$ cat config.mk
export PLATFORM = sky130hd
export DESIGN_NAME = pc_sequencer
export DESIGN_NICKNAME = d
export VERILOG_FILES = /design/src/rtl/pc_sequencer.sv
export SDC_FILE = /design/constraint.sdc
export NUM_CORES = 1
export LEC_CHECK = 0
export ABC_CLOCK_PERIOD_IN_PS = 2800
export CORE_UTILIZATION = 40
export DETAILED_ROUTE_END_ITERATION = 6
export PLACE_DENSITY = 0.65
export SLEW_MARGIN = 10
export SYNTH_ARGS = -nofsm -noshare
export SYNTH_HDL_FRONTEND = slang
export SYNTH_SLANG_ARGS = --single-unit
$ cat constraint.sdc
create_clock -name clk -period 2.8 [get_ports clk]
set_clock_uncertainty 0.2 [all_clocks]
set_input_delay 0.28 -clock clk [delete_from_list [all_inputs] [get_ports clk]]
set_output_delay 0.28 -clock clk [all_outputs]
set_load 0.05 [all_outputs]
$ cat src/rtl/pc_sequencer.sv
// ---------------------------------------------------------------------------
// pc_sequencer
//   Fetch/issue sequencer for a 2-stage (FETCH -> EX/WB) core. Owns the fetch
//   PC, tracks the PC of the instruction in EX, squashes the wrong-path fetch
//   after a taken branch/jump, holds for multi-cycle EX ops, implements
//   halt/resume and counts retired instructions.
//
// Ports
//   clk          in   1     clock, all state on posedge
//   rst_n        in   1     synchronous active-low reset
//   stall_req    in   1     EX instruction needs another cycle
//   redirect_EX  in   1     EX instruction is a taken branch/jump
//   target_EX    in   PC_W  redirect target (word address)
//   halt_EX      in   1     EX instruction is a halt
//   resume       in   1     pulse, leave HALT
//   pc_fetch     out  PC_W  address presented to instruction RAM
//   pc_ex        out  PC_W  PC of the instruction in EX
//   ex_valid     out  1     EX instruction is real (0 = bubble)
//   ex_hold      out  1     combinational: stall_req & ex_valid
//   halted       out  1     1 while halted
//   instret      out  32    retired-instruction count
// ---------------------------------------------------------------------------
module pc_sequencer #(
    parameter int unsigned          PC_W     = 12,
    parameter logic [PC_W-1:0]      RESET_PC = '0
) (
    input  logic            clk,
    input  logic            rst_n,
    input  logic            stall_req,
    input  logic            redirect_EX,
    input  logic [PC_W-1:0] target_EX,
    input  logic            halt_EX,
    input  logic            resume,
    output logic [PC_W-1:0] pc_fetch,
    output logic [PC_W-1:0] pc_ex,
    output logic            ex_valid,
    output logic            ex_hold,
    output logic            halted,
    output logic [31:0]     instret
);

    localparam int unsigned CNT_W = 32;

    typedef enum logic [1:0] {
        ST_RUN    = 2'd0,
        ST_SQUASH = 2'd1,
        ST_HALT   = 2'd2
    } state_e;

    state_e             state_q,    state_d;
    logic [PC_W-1:0]    pc_fetch_q, pc_fetch_d;
    logic [PC_W-1:0]    pc_ex_q,    pc_ex_d;
    logic               ex_valid_q, ex_valid_d;
    logic               halted_q,   halted_d;
    logic [CNT_W-1:0]   instret_q,  instret_d;

    // Sequential fetch address; wraps modulo 2^PC_W.
    logic [PC_W-1:0]    pc_seq;
    assign pc_seq = pc_fetch_q + PC_W'(1);

    // State register with synchronous reset.
    always_ff @(posedge clk) begin
        if (!rst_n) begin
            state_q    <= ST_RUN;
            pc_fetch_q <= RESET_PC;
            pc_ex_q    <= RESET_PC;
            ex_valid_q <= 1'b0;
            halted_q   <= 1'b0;
            instret_q  <= '0;
        end else begin
            state_q    <= state_d;
            pc_fetch_q <= pc_fetch_d;
            pc_ex_q    <= pc_ex_d;
            ex_valid_q <= ex_valid_d;
            halted_q   <= halted_d;
            instret_q  <= instret_d;
        end
    end

    // Next-state logic.
    always_comb begin
        state_d    = state_q;
        pc_fetch_d = pc_fetch_q;
        pc_ex_d    = pc_ex_q;
        ex_valid_d = ex_valid_q;
        halted_d   = halted_q;
        instret_d  = instret_q;

        unique case (state_q)
            ST_RUN: begin
                if (!ex_valid_q) begin
                    // Bubble in EX: just advance the pipeline.
                    pc_ex_d    = pc_fetch_q;
                    pc_fetch_d = pc_seq;
                    ex_valid_d = 1'b1;
                end else if (stall_req) begin
                    // Multi-cycle EX op: everything holds, redirect/halt wait.
                end else begin
                    // Instruction leaves EX this cycle, so it retires.
                    instret_d = instret_q + CNT_W'(1);
                    if (halt_EX) begin
                        // pc_fetch already points at halt+1; keep it.
                        ex_valid_d = 1'b0;
                        halted_d   = 1'b1;
                        state_d    = ST_HALT;
                    end else if (redirect_EX) begin
                        // Drop the wrong-path fetch: one bubble.
                        pc_fetch_d = target_EX;
                        ex_valid_d = 1'b0;
                        state_d    = ST_SQUASH;
                    end else begin
                        pc_ex_d    = pc_fetch_q;
                        pc_fetch_d = pc_seq;
                        ex_valid_d = 1'b1;
                    end
                end
            end

            ST_SQUASH: begin
                // Target instruction is being fetched; move it into EX.
                pc_ex_d    = pc_fetch_q;
                pc_fetch_d = pc_seq;
                ex_valid_d = 1'b1;
                state_d    = ST_RUN;
            end

            ST_HALT: begin
                ex_valid_d = 1'b0;
                if (resume) begin
                    pc_ex_d    = pc_fetch_q;
                    pc_fetch_d = pc_seq;
                    ex_valid_d = 1'b1;
                    halted_d   = 1'b0;
                    state_d    = ST_RUN;
                end
            end

            default: begin
                state_d    = ST_RUN;
                ex_valid_d = 1'b0;
                halted_d   = 1'b0;
            end
        endcase
    end

    assign pc_fetch = pc_fetch_q;
    assign pc_ex    = pc_ex_q;
    assign ex_valid = ex_valid_q;
    assign halted   = halted_q;
    assign instret  = instret_q;

    // CPU keeps instruction_EX while a real instruction is stalling.
    assign ex_hold  = stall_req & ex_valid_q;

endmodule
## After elaboration in Yosys (flattened, before gate mapping)

Cells that the tools add are included.

- Register bits after elaboration: 60
- Logic and storage cells: 57
- Output and inout port bits: 59
- Bits of input ports: 18

- $add $sub $neg: 2
- Bitwise logic cells: 3
- Reductions and logical operators: 7
- Eq/ne operators: 10
- Muxes and demuxes: 29

Operators by type and width:

| operator | number |
|---|---|
| 12-bit two-way mux | 10 |
| 12-bit one-hot mux with 3 select lines | 2 |
| 32-bit by 1-bit adder with 32-bit output (second input constant) | 1 |
| 12-bit by 1-bit adder with 12-bit output (second input constant) | 1 |
| 3-bit != test (second input constant) | 4 |
| 2-bit two-way mux | 5 |
| 5-bit AND reduction | 2 |
| 1-bit two-way mux | 9 |
| 2-bit != test (second input constant) | 4 |
| 4-bit AND reduction | 2 |
| 1-bit one-hot mux with 3 select lines | 2 |
| 2-bit one-hot mux with 2 select lines | 1 |
| 3-bit AND reduction | 1 |
| 3-bit nonzero test | 1 |
| 2-bit by 1-bit == test with 1-bit output (second input constant) | 1 |
| 2-bit == test (second input constant) | 1 |
| 2-bit zero test | 1 |
| 1-bit inverter | 2 |
| 1-bit bitwise AND | 1 |

## Depth between registers and ports, before layout

Gate-level depths: netlist of the first run.

- Depth in word-level cells: 6
- Gate-level depth with buffers: 8
- Mapped depth without buffers: 6

## Worst setup path after synthesis of the first run

OpenSTA, ideal clock, no wires.

- Path type: flip-flop to flip-flop
- From: register instret_q[0] (netlist: instret[0])
- To: register instret_q[28] (netlist: instret[28])
- Clock period less this slack: 2608 ps
- Library setup time: 70 ps
- Data required time: 2530 ps
- Arrival time: 2337 ps
- Cell stages (with the launch flop): 7
- Path slack: 192 ps
- Buffers on the path: 1
- Cells stage by stage: dfxtp_1 -> ha_1 -> nand4b_4 -> or4_1 -> buf_2 -> or4_1 -> a21oi_1

- Longest elaborated chain between the ends: 1

RTL lines:

| what | line | RTL |
|---|---|---|
| from (decl) | 55 | `logic [CNT_W-1:0] instret_q, instret_d;` |
| from (signal assigned) | 76 | `instret_q <= instret_d;` |
| 32-bit by 1-bit adder with 32-bit output | 100 | `instret_d = instret_q + CNT_W'(1);` |

No other way between the ends.
A chain may end at the register's enable or synchronous reset.

## Worst setup path in the final report of the first run

- From: register state_q[1]
- To: register instret_q[30] (netlist: instret[30])

- Longest elaborated chain between the ends: 2

RTL lines:

| what | line | RTL |
|---|---|---|
| from (decl) | 50 | `state_e state_q, state_d;` |
| from (signal assigned) | 71 | `state_q <= state_d;` |
| 2-bit zero test | 89 | `unique case (state_q)` |
| 3-bit AND reduction (no source line) | n/a |  |

No other way between the ends.

==> key figures, run 1 <==
Placement
  • Gpl congestion: 0.7627
  • Hpwl dp: 5435 um
  • PortBufs: 76

Timing
  • Relative slew slack: 53.51%
  • RSZ-0062 raised after global routing: no
  • Fin. Hold Viols: 0
  • Final setup fails: 0
  • Setup TNS Final: 0 ns
  • Period utilization: 87.49%
  • Count of pins over their slew limit: 0
  • Fmax achieved: 408.2 MHz
  • Slew @ Worst Pin: 0.6974 ns
  • Final Critical Period: 2.450 ns

Worst setup path
  • FF-to-FF Start: state_q[1]$_SDFFE_PN0P_
  • Worst path required time: 2.88 ns
  • Reg2reg path depth: 6
  • Setup crit end kind: flip-flop
  • Critical setup path kind: reg2reg
  • Critical Path AT: 2.53 ns
  • Crit Path Max Fanout: 10
  • Reg-to-Reg End: instret[30]$_SDFFE_PN0P_
  • Crit path launch type: flip-flop
  • Setup slack, reg-to-reg: 0.35 ns

Routing
  • Drt initial violations: 121
  • Via Count: 2992
  • Routed wire length: 7872 um
  • Drt wl/cell: 14.71 um
  • # DRC: 0
  • Antenna Nets Post-Route: 0
  • DRT Pass-1 Iters: 4
  • Vias per cell: 5.593

Floorplanning
  • Die height: 89.37 um
  • Starting density of the core: 41.65%
  • Die W: 89.37 um
  • CORE AREA: 0.007331 mm2
  • IO Pins: 77
  • Row count: 31
  • Die area: 0.007986 mm2

Global route
  • Global Route Usage Sum: 20.54%
  • Global-route wire length before repair: 12620 um
  • Largest net degree at the start of global routing: 40
  • Initial antenna violation count: 0
  • Vias in the first global route: 2679
  • GRT overflow: 0

Clock tree
  • Hold_buf cts: 0
  • Htree depth: 3
  • Clock tree from TritonCTS: done
  • Clock tree buffer depth: 2
  • Reg clk slew, reported paths: 0.08 ns
  • Root Driver: clkbuf_8
  • CTS buffer count: 9
  • Clock net sink count: 60
  • Skew-Pair Late Insertion Delay: 0.34 ns
  • Post-CTS setup buffers: 0
  • Resize count post-CTS: 0

Min path
  • Hold Crit Class: reg2reg
  • Worst Hold End: instret[31]$_SDFFE_PN0P_
  • WHS Path Cells: 2
  • Hold Crit Start: instret[31]$_SDFFE_PN0P_

Power
  • Tot Pwr: 2.366 mW
  • Power Dens Cells: 572.4 mW/mm2
  • Pleak: 1.402 nW
  • Worst vdd ir: 453.8 uV

Yosys
  • Mapped Cells: 360
  • Post-Syn Nets: 384
  • Yosys warnings: 0
  • Yosys reg bits: 60
  • Number of synthesized flops with an enable pin: 0
  • Post-synth cell types: 51
  • Syn avg cell area: 8.480 um2
  • Post-synthesis async set-or-reset flop share: 0%
  • Post-Syn Area: 0.003053 mm2
  • Post-synth top flop: dfxtp_1
  • Post-synthesis sequential area ratio: 39.34%

Flow run
  • Total of max-cap violations: 0

Finish
  • Syn-to-layout area delta: 35.41%
  • Nets: 456
  • Share of cells above drive strength 1: 7.110%
  • Diode count: 0
  • Final core utilization: 56.39%

Outcome
  • Status: complete, no violations
worst max-delay path: stages (launching register included):
cell and delay [ns]:
dfxtp_1 0.34, inv_1 0.09, ha_1 0.26, nand4b_4 0.12, or4_1 0.70, or4_1 0.53, a21oi_1 0.15
power by group:
part / switching, mW / total [mW] / internal [mW]
Clock: 0.343 / 0.887 / 0.543
Sequential: 0.0618 / 0.961 / 0.899
Combinational: 0.320 / 0.519 / 0.198
Total: 0.725 / 2.37 / 1.64
how the worst max path moves through the flow:
stage | depth (start not counted) | slack, ns | to | startpoint
4_1_cts | 6 | 0.35 | instret[30]$_SDFFE_PN0P_ | state_q[1]$_SDFFE_PN0P_
3_3_place_gp | 5 | 0.19 | instret[28]$_SDFFE_PN0P_ | stall_req
2_1_floorplan | 6 | 0.19 | instret[28]$_SDFFE_PN0P_ | instret[0]$_SDFFE_PN0P_
6_report | 6 | 0.35 | instret[30]$_SDFFE_PN0P_ | state_q[1]$_SDFFE_PN0P_
3_5_place_dp | 5 | 0.13 | instret[30]$_SDFFE_PN0P_ | stall_req
5_1_grt | 6 | 0.18 | instret[26]$_SDFFE_PN0P_ | state_q[1]$_SDFFE_PN0P_
cells in the final DEF, fill, tap and decap left out, drive strengths merged, types with 5 or more instances in the layout:
| cell | n |
|---|---|
| dfxtp | 60 |
| and2 | 9 |
| ha | 6 |
| o21ai | 17 |
| nand2 | 21 |
| xnor2 | 8 |
| nand3 | 17 |
| clkdlybuf4s50 | 76 |
| clkbuf | 11 |
| and4 | 7 |
| or3 | 5 |
| mux2i | 14 |
| or4 | 21 |
| buf | 11 |
| nand4 | 8 |
| o31ai | 17 |
| inv | 8 |
| nor2 | 29 |
| a21oi | 33 |
| nor4 | 5 |
| nor3 | 9 |
cells by family after synthesis:
group	Yosys count	synth area share (%)
AO/OA/AOI/OAI	87	17.95
adder cells (fa/ha/maj)	6	2.459
XOR/XNOR	10	2.869
buffers and inverters	34	4.754
AND/OR/NAND/NOR	149	28.03
flip-flops	60	39.34
multiplexers	14	4.590
Yosys cell counts (2+ instances only):
cell type | instances | share of area (%)
xor2_1 | 2 | 0.57
or3_1 | 5 | 1.0
o21ai_1 | 12 | 2.0
nand3_1 | 17 | 2.8
dfxtp_1 | 60 | 39
nor2_1 | 29 | 3.6
or2_1 | 2 | 0.41
o2111ai_1 | 2 | 0.57
or4_1 | 21 | 5.2
ha_1 | 6 | 2.5
mux2i_1 | 14 | 4.6
nand4_1 | 7 | 1.4
o221a_1 | 2 | 0.74
nand2_1 | 21 | 2.6
nand3b_1 | 3 | 0.74
and4_1 | 7 | 2.0
and3_1 | 2 | 0.41
xnor2_1 | 8 | 2.3
nor2b_1 | 2 | 0.41
clkbuf_1 | 19 | 2.3
inv_1 | 7 | 0.86
a211oi_1 | 3 | 0.74
nand2b_1 | 3 | 0.61
a21oi_1 | 33 | 5.4
o31ai_1 | 17 | 4.2
and2_1 | 9 | 1.8
nor3_1 | 9 | 1.5
o21ai_0 | 5 | 0.82
buf_2 | 5 | 0.82
nor4_1 | 5 | 1.0
a31oi_1 | 3 | 0.61
metal layers:
layer  part of all wire, %  GRT usage [%]  vias up
li1                      -              -     1488
met1                    46          25.71     1419
met2                    48          33.38       74
met3                   4.8          6.187       11
met4                   1.4          7.504        0
met5                     0              0        -
per-stage QoR:
step | setup slack (ns) | std cells | area (um2) | hold WS, ns
after floorplan | 0.1921 | 360 | 3053 | 0.2396
after global placement | 0.1927 | 520 | 3910 | 0.2740
after detailed placement | 0.1347 | 520 | 3910 | 0.2850
after CTS | 0.3513 | 535 | 4134 | 0.3005
after global routing | 0.1797 | 535 | 4134 | 0.3170
final | 0.3502 | 535 | 4134 | 0.2957
state kept, by name, indices dropped and copies added (netlist names):
| signal | flops |
|---|---|
| instret | 32 |
| pc_ex | 12 |
| pc_fetch | 12 |
| state_q | 2 |
| ex_valid | 1 |
| halted | 1 |
final cells by class:
class | instances | area (um2)
flip-flops and latches | 60 | 1201
inverters | 8 | 30.03
repair buffers | 87 | 843.3
fillers | 700 | 3197
well taps | 99 | 123.9
multi-input cells | 266 | 1712
clock inverters | 4 | 72.57
clock buffers | 11 | 151.4
Note: power is estimated with default switching activity, not from simulation.
==> run 2, diff against run 1 <==
ABC_CLOCK_PERIOD_IN_PS = not set   (was 2800)
==> results of run 2 <==
No change in the layout: final DEF, timing and power equal those of run 1.
==> run 3, diff against run 2 <==
MAX_ROUTING_LAYER = met4   (was not set)
==> run 3 against run 2 <==
Effect of this change:
- cell count unchanged
- clock power about the same
- clock-buffer cell count unchanged
- non-clock buffer count unchanged
- critical path type unchanged
==> key figures, run 3 (synthesis results as in run 1) <==
Outcome
  • Status: complete, no violations

Clock tree
  • Clock tree from TritonCTS: done
  • Reg clk slew, reported paths: 0.07 ns
  • Clock net sink count: 60
  • Root Driver: clkbuf_8
  • CTS buffer count: 9
  • Skew-Pair Late Insertion Delay: 0.34 ns
  • Post-CTS setup buffers: 0
  • Htree depth: 3
  • Clock tree buffer depth: 2
  • Hold_buf cts: 0
  • Resize count post-CTS: 0

Min path
  • Hold Crit Class: reg2reg
  • WHS Path Cells: 2
  • Worst Hold End: pc_ex[3]$_SDFFE_PN0P_
  • Hold Crit Start: pc_ex[3]$_SDFFE_PN0P_

Power
  • Power Dens Cells: 571.9 mW/mm2
  • Pleak: 1.402 nW
  • Worst vdd ir: 454.9 uV

Routing
  • Via Count: 3007
  • Antenna Nets Post-Route: 0
  • Drt initial violations: 126
  • DRT Pass-1 Iters: 5
  • Vias per cell: 5.621
  • Routed wire length: 7839 um
  • Drt wl/cell: 14.65 um
  • # DRC: 0

Placement
  • Placed Area: 0.003910 mm2
  • Gpl congestion: 0.7728
  • Hpwl dp: 5435 um
  • DP Cell Count: 520
  • PortBufs: 76

Floorplanning
  • Row count: 31
  • Starting density of the core: 41.65%
  • Die height: 89.37 um
  • Die area: 0.007986 mm2
  • CORE AREA: 0.007331 mm2
  • IO Pins: 77
  • Die W: 89.37 um

Global route
  • Global Route Usage Sum: 21.15%
  • Initial antenna violation count: 0
  • Vias in the first global route: 2682
  • GRT overflow: 0
  • Largest net degree at the start of global routing: 40
  • Global-route wire length before repair: 12610 um

Timing
  • Setup TNS Final: 0 ns
  • Count of pins over their slew limit: 0
  • RSZ-0062 raised after global routing: no
  • Relative slew slack: 54.43%
  • Final Critical Period: 2.421 ns
  • Fin. Hold Viols: 0
  • Fmax achieved: 413.1 MHz
  • Period utilization: 86.46%
  • Final setup fails: 0
  • Slew @ Worst Pin: 0.6836 ns

Worst setup path
  • Crit Path Max Fanout: 10
  • Critical setup path kind: reg2reg
  • Worst path required time: 2.87 ns
  • Reg2reg path depth: 6
  • Setup slack, reg-to-reg: 0.38 ns
  • Critical Path AT: 2.49 ns
  • Setup crit end kind: flip-flop
  • Crit path launch type: flip-flop
  • FF-to-FF Start: state_q[1]$_SDFFE_PN0P_
  • Reg-to-Reg End: instret[24]$_SDFFE_PN0P_

Finish
  • Fill count: 700
  • Commonest non-fill, non-tap cell in the layout: clkdlybuf4s50_1
  • Share of cells above drive strength 1: 7.110%
  • Layout Cells excl Fill: 535
  • Final core utilization: 56.39%
  • Most frequent cells in the layout: clkdlybuf4s50_1, dfxtp_1, a21oi_1, nor2_1
  • Max FFs per register: 32
  • Final instance area: 0.004134 mm2
  • Diode count: 0
  • Nets: 456
  • Syn-to-layout area delta: 35.41%

Flow run
  • Total of max-cap violations: 0
==> run 3: routing by layer <==
metal  vias to the layer above  GRT usage, %  part of all wire, %  wire [um]
li1                       1484             -                    -          -
met1                      1436         25.94                   46       3614
met2                        76         33.38                   48       3771
met3                        11         5.725                  4.4        343
met4                         0         7.504                  1.4        109
met5                         -             -                    0          0
==> run 3: worst max-delay path, cell delays in order, from the launching register on <==
cell and delay (ns):
dfxtp_1 0.34, inv_1 0.09, ha_1 0.26, nand4b_4 0.12, or4_1 0.68, or4_1 0.51
a21oi_1 0.15
==> run 3: cell type report <==
type	instances	area (um2)	share of cell area, %
Sequential cell	60	1201	29.06
Timing Repair Buffer	87	843.3	20.40
Clock buffer	11	151.4	3.662
Inverter	8	30.03	0.7264
Clock inverter	4	72.57	1.755
Tap cell	99	123.9	2.996
Multi-Input combinational cell	266	1712	41.40
==> run 3: how the worst max path moves through the flow <==
stage,cells past startpoint,slack (ns),to,start
after floorplan,6,0.19,instret[28]$_SDFFE_PN0P_,instret[0]$_SDFFE_PN0P_
after global placement,5,0.19,instret[28]$_SDFFE_PN0P_,stall_req
after detailed placement,5,0.13,instret[30]$_SDFFE_PN0P_,stall_req
after CTS,6,0.35,instret[30]$_SDFFE_PN0P_,state_q[1]$_SDFFE_PN0P_
after global routing,6,0.19,instret[26]$_SDFFE_PN0P_,state_q[1]$_SDFFE_PN0P_
final,6,0.38,instret[24]$_SDFFE_PN0P_,state_q[1]$_SDFFE_PN0P_
==> run 3: power by group <==
| group | switching [mW] | leakage, nW | internal (mW) |
|---|---|---|---|
| logic | 0.320 | 0.804 | 0.198 |
| registers | 0.0616 | 0.486 | 0.899 |
| clock network | 0.342 | 0.111 | 0.543 |
==> run 3: stage by stage <==
stage	hold slack [ns]	power [mW]	worst slack [ns]
final	0.2967	2.364	0.3792
after global routing	0.3170	2.473	0.1880
after CTS	0.3005	2.388	0.3513
after detailed placement	0.2850	1.495	0.1347
after global placement	0.2740	1.491	0.1927
after floorplan	0.2396	1.321	0.1921
